--- src/rtl/vedic_divider_4bit_pkg.sv ---
//------------------------------------------------------------------------------
// Module   : vedic_divider_4bit_pkg
// Brief    : Shared state encoding and default width for the restoring divider.
// Revision : 1.0 - initial release
//------------------------------------------------------------------------------
`default_nettype none

package vedic_divider_4bit_pkg;

    localparam int c_default_width = 4;

    typedef enum logic [1:0] {
        ST_IDLE = 2'd0,
        ST_RUN  = 2'd1,
        ST_DONE = 2'd2
    } state_t;

endpackage

`default_nettype wire

--- src/rtl/vedic_divider_4bit_if.sv ---
//------------------------------------------------------------------------------
// Module   : vedic_divider_4bit_if
// Brief    : Start/done handshake and operand/result bus of the divider.
// Revision : 1.0 - initial release
//------------------------------------------------------------------------------
`default_nettype none

interface vedic_divider_4bit_if #(
    parameter int WIDTH = 4
);
    logic             start;
    logic [WIDTH-1:0] dividend;
    logic [WIDTH-1:0] divisor;
    logic             busy;
    logic             done;
    logic [WIDTH-1:0] quotient;
    logic [WIDTH-1:0] remainder;
    logic             div_by_zero;

    modport master (
        output start, dividend, divisor,
        input  busy, done, quotient, remainder, div_by_zero
    );

    modport slave (
        input  start, dividend, divisor,
        output busy, done, quotient, remainder, div_by_zero
    );
endinterface

`default_nettype wire

--- src/rtl/vedic_divider_4bit_div_step.sv ---
//------------------------------------------------------------------------------
// Module   : vedic_divider_4bit_div_step
// Brief    : One combinational restoring-division step (shift in, trial subtract).
// Revision : 1.0 - initial release
//------------------------------------------------------------------------------
`default_nettype none

module vedic_divider_4bit_div_step #(
    parameter int WIDTH = 4
) (
    input  wire logic [WIDTH-1:0] i_rem,
    input  wire logic             i_bit,
    input  wire logic [WIDTH-1:0] i_divisor,
    output logic      [WIDTH-1:0] o_rem,
    output logic                  o_qbit
);

    logic [WIDTH:0] w_shift;
    logic [WIDTH:0] w_diff;

    // The restored remainder is always below the divisor, so the shifted
    // value's MSB is zero whenever the subtraction is rejected.
    assign w_shift = {i_rem, i_bit};
    assign w_diff  = w_shift - {1'b0, i_divisor};
    assign o_qbit  = ~w_diff[WIDTH];
    assign o_rem   = o_qbit ? w_diff[WIDTH-1:0] : w_shift[WIDTH-1:0];

endmodule

`default_nettype wire

--- src/rtl/vedic_divider_4bit.sv ---
//------------------------------------------------------------------------------
// Module   : vedic_divider_4bit
// Brief    : Sequential unsigned restoring divider, one quotient bit per clock.
// Revision : 1.0 - initial release
//------------------------------------------------------------------------------
`default_nettype none

module vedic_divider_4bit
    import vedic_divider_4bit_pkg::*;
#(
    parameter int WIDTH = c_default_width
) (
    input  wire logic          clk,
    input  wire logic          rst,
    vedic_divider_4bit_if.slave bus
);

    localparam int c_cnt_w = (WIDTH > 2) ? $clog2(WIDTH) : 1;

    state_t             r_state;
    state_t             w_next;
    logic [c_cnt_w-1:0] r_count;
    logic [WIDTH-1:0]   r_dvd_sh;
    logic [WIDTH-1:0]   r_dvs;
    logic [WIDTH-1:0]   r_rem;
    logic [WIDTH-1:0]   r_qsh;
    logic [WIDTH-1:0]   r_quot;
    logic [WIDTH-1:0]   r_rem_out;
    logic               r_dbz;
    logic               w_accept;
    logic [WIDTH-1:0]   w_rem_next;
    logic               w_qbit;
    logic [WIDTH-1:0]   w_q_next;

    assign w_accept = bus.start && (r_state != ST_RUN);
    assign w_q_next = {r_qsh[WIDTH-2:0], w_qbit};

    vedic_divider_4bit_div_step #(.WIDTH(WIDTH)) u_step (
        .i_rem     (r_rem),
        .i_bit     (r_dvd_sh[WIDTH-1]),
        .i_divisor (r_dvs),
        .o_rem     (w_rem_next),
        .o_qbit    (w_qbit)
    );

    always_ff @(posedge clk) begin
        if (rst) r_state <= ST_IDLE;
        else     r_state <= w_next;
    end

    always_comb begin
        w_next = r_state;
        case (r_state)
            ST_IDLE, ST_DONE: begin
                if (w_accept) w_next = (bus.divisor == '0) ? ST_DONE : ST_RUN;
                else          w_next = ST_IDLE;
            end
            ST_RUN:  if (r_count == '0) w_next = ST_DONE;
            default: w_next = ST_IDLE;
        endcase
    end

    always_ff @(posedge clk) begin
        if (rst) begin
            r_count   <= '0;
            r_dvd_sh  <= '0;
            r_dvs     <= '0;
            r_rem     <= '0;
            r_qsh     <= '0;
            r_quot    <= '0;
            r_rem_out <= '0;
            r_dbz     <= 1'b0;
        end else if (w_accept) begin
            r_count  <= c_cnt_w'(WIDTH - 1);
            r_dvd_sh <= bus.dividend;
            r_dvs    <= bus.divisor;
            r_rem    <= '0;
            r_qsh    <= '0;
            // A zero divisor skips RUN and publishes the saturated result now.
            if (bus.divisor == '0) begin
                r_quot    <= '1;
                r_rem_out <= bus.dividend;
                r_dbz     <= 1'b1;
            end else begin
                r_dbz     <= 1'b0;
            end
        end else if (r_state == ST_RUN) begin
            r_dvd_sh <= {r_dvd_sh[WIDTH-2:0], 1'b0};
            r_rem    <= w_rem_next;
            r_qsh    <= w_q_next;
            r_count  <= r_count - 1'b1;
            if (r_count == '0) begin
                r_quot    <= w_q_next;
                r_rem_out <= w_rem_next;
            end
        end
    end

    assign bus.busy        = (r_state == ST_RUN);
    assign bus.done        = (r_state == ST_DONE);
    assign bus.quotient    = r_quot;
    assign bus.remainder   = r_rem_out;
    assign bus.div_by_zero = r_dbz;

endmodule

`default_nettype wire

--- src/flat_wrapper.sv ---
// flat-port wrapper written by rule: the top's interface ports become plain ports
module vedic_divider_4bit_flat import vedic_divider_4bit_pkg::*;
#(
    parameter int WIDTH = c_default_width
)
  (clk, rst, bus_start, bus_dividend, bus_divisor, bus_busy, bus_done, bus_quotient, bus_remainder, bus_div_by_zero);
  vedic_divider_4bit_if #(.WIDTH(WIDTH)) bus_i ();
  input  wire logic clk;
  input  wire logic rst;
  input wire logic [$bits(bus_i.start)-1:0] bus_start;
  input wire logic [$bits(bus_i.dividend)-1:0] bus_dividend;
  input wire logic [$bits(bus_i.divisor)-1:0] bus_divisor;
  output wire logic [$bits(bus_i.busy)-1:0] bus_busy;
  output wire logic [$bits(bus_i.done)-1:0] bus_done;
  output wire logic [$bits(bus_i.quotient)-1:0] bus_quotient;
  output wire logic [$bits(bus_i.remainder)-1:0] bus_remainder;
  output wire logic [$bits(bus_i.div_by_zero)-1:0] bus_div_by_zero;
  assign bus_i.start = bus_start;
  assign bus_i.dividend = bus_dividend;
  assign bus_i.divisor = bus_divisor;
  assign bus_busy = bus_i.busy;
  assign bus_done = bus_i.done;
  assign bus_quotient = bus_i.quotient;
  assign bus_remainder = bus_i.remainder;
  assign bus_div_by_zero = bus_i.div_by_zero;
  vedic_divider_4bit #(.WIDTH(WIDTH)) u_core (.clk(clk), .rst(rst), .bus(bus_i));
endmodule
--- config.mk ---
export PLATFORM = sky130hd
export DESIGN_NAME = vedic_divider_4bit_flat
export DESIGN_NICKNAME = d
export VERILOG_FILES = /design/src/rtl/vedic_divider_4bit_pkg.sv /design/src/rtl/vedic_divider_4bit_if.sv /design/src/rtl/vedic_divider_4bit_div_step.sv /design/src/rtl/vedic_divider_4bit.sv /design/src/flat_wrapper.sv
export SDC_FILE = /design/constraint.sdc
export NUM_CORES = 1
export LEC_CHECK = 0
export CAP_MARGIN = 40
export CORE_AREA = 3 3 59 61
export CTS_CLUSTER_DIAMETER = 30
export DETAILED_ROUTE_END_ITERATION = 16
export DIE_AREA = 0 0 62 64
export PLACE_DENSITY = 0.71
export SYNTH_ARGS = -nofsm -noshare
export SYNTH_HDL_FRONTEND = slang
export SYNTH_SLANG_ARGS = --single-unit
--- constraint.sdc ---
create_clock -name clk -period 2.1 [get_ports clk]
set_input_delay 0.525 -clock clk [delete_from_list [all_inputs] [get_ports clk]]
set_output_delay 0.525 -clock clk [all_outputs]
set_load 0.03 [all_outputs]
After elaboration in Yosys (flattened, before gate mapping)
Index checks and enable logic that the tools add are counted.
{ "totals": {"reg_bits": 28, "inputBits": 11} }
{ "classes": {"addsub": 2, "eq_ne": 5, "muxes": 18, "bitwise_logic": 1, "reduce_logical": 9} }
{ "ops": {"columns": ["cell", "count"], "rows": [
  ["4-bit two-way mux", 11],
  ["2-bit two-way mux", 5],
  ["5-bit by 4-bit subtractor with 5-bit output", 1],
  ["2-bit zero test", 2],
  ["4-bit zero test", 1],
  ["2-bit by 1-bit inequality test with 1-bit output, second input constant", 2],
  ["2-bit one-hot mux with 2 select lines", 1],
  ["2-bit nonzero test", 2],
  ["2-bit OR reduction", 2],
  ["3-bit AND reduction", 1],
  ["2-bit by 1-bit equality test with 1-bit output, second input constant", 1],
  ["2-bit equality test, second input constant", 1],
  ["2-bit inequality test, second input constant", 1],
  ["2-bit by 1-bit subtractor with 2-bit output, second input constant", 1],
  ["1-bit logical AND", 1],
  ["1-bit two-way mux", 1],
  ["1-bit inverter", 1]
]} }

Depth between registers and ports, before layout
{ "depth": {"depth_word": 5, "ltp_mapped": 8, "ltp_nobuf": 8} }

By module
From an unflattened synthesis, not the netlist that was laid out.
{ "hier_totals": {"cells_unflattened": 159, "hier_area_um2": 1378.8} }
{ "by_module_without_submodules": {"columns": ["module", "n_inst", "cells_each", "area_per_inst_um2", "seq_area_each_um2"], "rows": [
  ["vedic_divider_4bit", 1, 135, 1174.9, 560.5],
  ["vedic_divider_4bit_div_step", 1, 24, 203.9, 0.0]
]} }

Worst setup path after synthesis
No wires, ideal clock.
{ "synth_path": {"path_type": "reg2reg", "startpoint": "register u_core.r_dvd_sh[3]", "endpoint": "register u_core.r_rem[1]", "t_arrival_ps": 2067, "required_ps": 2030, "path_slack_ps": -37, "stages_incl_launch_ff": 9, "path_buffers": 0, "period_less_slack_ps": 2137, "path_cell_list": "dfxtp_1 inv_1 ha_1 fa_1 nand2b_1 a21oi_4 xor2_4 mux2_2 o21ai_1"} }
{ "synth_between": {"elab_chain_len": 2} }
{ "synth_rtl": {"columns": ["element", "line_no", "rtl"], "rows": [
  ["start: declaration", "vedic_divider_4bit.sv:23", "logic [WIDTH-1:0] r_dvd_sh;"],
  ["start signal: assignment", "vedic_divider_4bit.sv:75", "r_dvd_sh <= bus.dividend;"],
  ["start signal: assignment", "vedic_divider_4bit.sv:88", "r_dvd_sh <= {r_dvd_sh[WIDTH-2:0], 1'b0};"],
  ["5-bit by 4-bit subtractor with 5-bit output", "vedic_divider_4bit_div_step.sv:24", "assign w_diff = w_shift - {1'b0, i_divisor};"],
  ["4-bit two-way mux", "vedic_divider_4bit_div_step.sv:26", "assign o_rem = o_qbit ? w_diff[WIDTH-1:0] : w_shift[WIDTH-1:0];"],
  ["end signal: assignment", "vedic_divider_4bit.sv:89", "r_rem <= w_rem_next;"],
  ["end: declaration", "vedic_divider_4bit.sv:25", "logic [WIDTH-1:0] r_rem;"]
]} }
No other way between the ends.
A chain may end at the register's enable or synchronous reset.

Worst setup path in the final report
Same ends and word-level chain as after synthesis.

==> out/qor.csv <==
metric;value;unit
outcome;finished clean;
arrival;2.36;ns
period_needed;2.07;ns
rsz0062_at_grt;true;
io_buffers;21;
first_iter_violations;39;
internal-power;0.910;mW
drv_cap;0;
die_x;62;um
required;2.38;ns
drt-pass1-iter-count;4;
finalHoldViolCount;0;
htreeDepth;1;
via_per_inst;5.04;
clockRootBuffer;clkbuf_4;
synth.net_count;177;
switchingPower;0.405;mW
dpl_cell_area;1790;um^2
netlist.top_cell.by_area;dfxtp_1;
slew_headroom;71.9;%
grt_antenna_before_repair;0;
finalMaxSlewViolations;0;
wl_per_cell;13.1;um
clk_pin_slew;0.15;ns
die_height;64;um
ys_warn_count;0;
combPwrFrac;34.5;%
finalInstanceArea;1890;um^2
setup.worst_path.start_class;register;
hp-start;u_core.bus.div_by_zero;
cp_slowest_stage_delay;0.36;ns
async_flop_share;0;%
ys.flop_type;dfxtp_1;
crit_path_start;u_core.r_dvd_sh[3];
p_leak;0.754;nW
drc_errors;0;
vias;1229;
setup_tns;0;ns
syn_to_final_growth;36.8;%
cts_tree;yes;
synth_cell_types;39;
hpwl;2470;um
cts_buffers;3;
clock_latency;0.33;ns
timing.rr.start;u_core.r_dvd_sh[3];
placement_rows;20;
totalWireLength;3190;um
die_area;3970;um^2
synth_top_cell_area_share;40.6;%
crit_slowest_cell;dfxtp_2;
final_core_util;62.4;%
synthTopCellsByArea;dfxtp_1 (41%), nand2_1 (6.5%), mux2i_1 (5.8%);
synth_seq_area_share;40.6;%
overflow;0;
p_clk_share;20.3;%
grt_max_degree;17;
grt_use_total;18.0;%
synth_seq_cells;28;
diodes;0;
p_per_area;697;nW/um^2
grt_pass1_wl;5460;um
syn_area;1380;um^2
setup_viol;0;
max_slew.worst_pin.slew;0.420;ns
peakVddDrop;0.000388;V
path_max_fanout;5;
io_pins;22;
power.share.switching;30.8;%
synth_edf_count;0;
syn_inst;160;
ant_nets;0;
fmax;482;MHz
path_class;register to register;
initial_core_util;45.6;%
syn_avg_cell_area;8.63;um^2
grt_pass1_vias;1244;
gp_congestion;0.759;
path_cells;inv_2 -> ha_4 -> fa_2 -> nand2b_4 -> a21oi_4 -> xor2_4 -> buf_12 -> mux2_4 -> o21ai_2;
clock_skew;0.00161;ns
whs;0.477;ns
seqPwrFrac;45.2;%
cts_sinks;28;
finalPower;1.32;mW
nNetsFinal;218;
clockBufferDepth;2;
end_kind;register;
hp-class;register to register;
drive_above_1_share;23.5;%
fin_crit_sh;98.7;%
core-area;3030;um^2
==> final timing paths <==
check	depth (start not counted)	slack [ns]	endpoint
setup / recovery	9	0.03	u_core.r_rem[1]
hold / removal	2	0.48	u_core.bus.div_by_zero
setup reg to reg	9	0.03	u_core.r_rem[1]
hold reg to reg	2	0.48	u_core.bus.div_by_zero
==> critical path, delay by kind of cell, from the launching register on <==
kind	cells	cell delay, ns
fa+ha+maj	2	0.48
flops	1	0.36
compound gates	2	0.31
mux	1	0.29
xor+xnor	1	0.22
buf+inv	2	0.19
simple gates	1	0.15
==> metal layers <==
| metal | GRT usage (%) | vias up | routed length [um] |
|---|---|---|---|
| li1 | - | 625 | - |
| met1 | 22.7 | 576 | 1340 |
| met2 | 30.6 | 26 | 1720 |
| met3 | 2.83 | 2 | 116 |
| met4 | 5.04 | 0 | 14 |
| met5 | 0 | - | 0 |
==> kinds of logic (layout without fill, tap and decap cells) <==
logic type	after synthesis	count (layout)	share of synthesized area, %
AOI/OAI and AO/OA	29	29	15.0
xor gates and xnor gates	3	3	3.26
adders and majority gates	6	6	5.98
buffers and inverters	17	57	5.35
DFF	28	28	40.6
muxes	10	10	7.43
and+or+nand+nor	67	67	22.4
==> synthesized netlist by cell type, types with 3 or more instances <==
cell,n
a211oi_1,5
nor2_1,20
dfxtp_1,28
nor3_1,7
a21oi_1,12
ha_1,5
mux2i_1,8
clkbuf_1,3
nand2b_1,4
nand2_1,24
inv_1,9
==> repair_timing <==
action,in CTS,in global routing
setup buffers,2,1
pin swaps,2,4
endpoints found under the hold margin,0,0
hold buffers,0,0
setup endpoints to repair,7,9
resized for setup,2,7
==> area by class of cell <==
type	count	area [um^2]
Multi-Input combinational cell	115	796
Inverter	10	37.5
Fill cell	267	1140
Sequential cell	28	562
Tap cell	44	55.1
Clock buffer	4	36.3
Timing Repair Buffer	43	402
==> cell usage in the layout (no fill, tap or decap), types with 2 or more instances in the layout <==
master / netlist / routed
a211oi_1: 5 / 5
a21oi_1: 12 / 12
a311oi_2: 2 / 2
buf_12: 0 / 2
buf_4: 0 / 20
clkbuf_4: 0 / 3
clkdlybuf4s50_1: 0 / 20
dfxtp_1: 28 / 27
ha_1: 5 / 4
inv_1: 9 / 8
inv_2: 1 / 2
mux2_4: 0 / 2
mux2i_1: 8 / 7
nand2_1: 24 / 24
nand2b_1: 4 / 3
nand3_1: 2 / 2
nor2_1: 20 / 20
nor2_2: 2 / 2
nor3_1: 7 / 7
nor4_1: 2 / 2
o21ai_0: 2 / 2
o21ai_2: 1 / 3
==> sequential cells by signal (all words and copies together) (netlist names) <==
signal                  count
u_core.r_rem                4
u_core.r_count              2
u_core.r_state              2
u_core.r_qsh                3
u_core.bus.quotient         4
u_core.bus.div_by_zero      1
u_core.r_dvd_sh             4
u_core.r_dvs                4
u_core.bus.remainder        4
==> power groups by stage <==
stage | registers, mW | clock network (mW) | logic, mW
floorplan | 0.625 | 0 | 0.228
global placement | 0.603 | 0 | 0.405
detailed placement | 0.604 | 0 | 0.418
CTS | 0.593 | 0.274 | 0.430
global route | 0.600 | 0.299 | 0.495
finish | 0.595 | 0.267 | 0.453
==> metrics by stage <==
| stage | setup slack [ns] | std cells |
|---|---|---|
| detailed placement | -0.118 | 237 |
| CTS | 0.00362 | 243 |
| floorplan | 0.0401 | 160 |
| finish | 0.0264 | 244 |
| global route | -0.0739 | 244 |
| global placement | -0.0624 | 237 |
No activity file was read; power rests on OpenSTA's default activity.
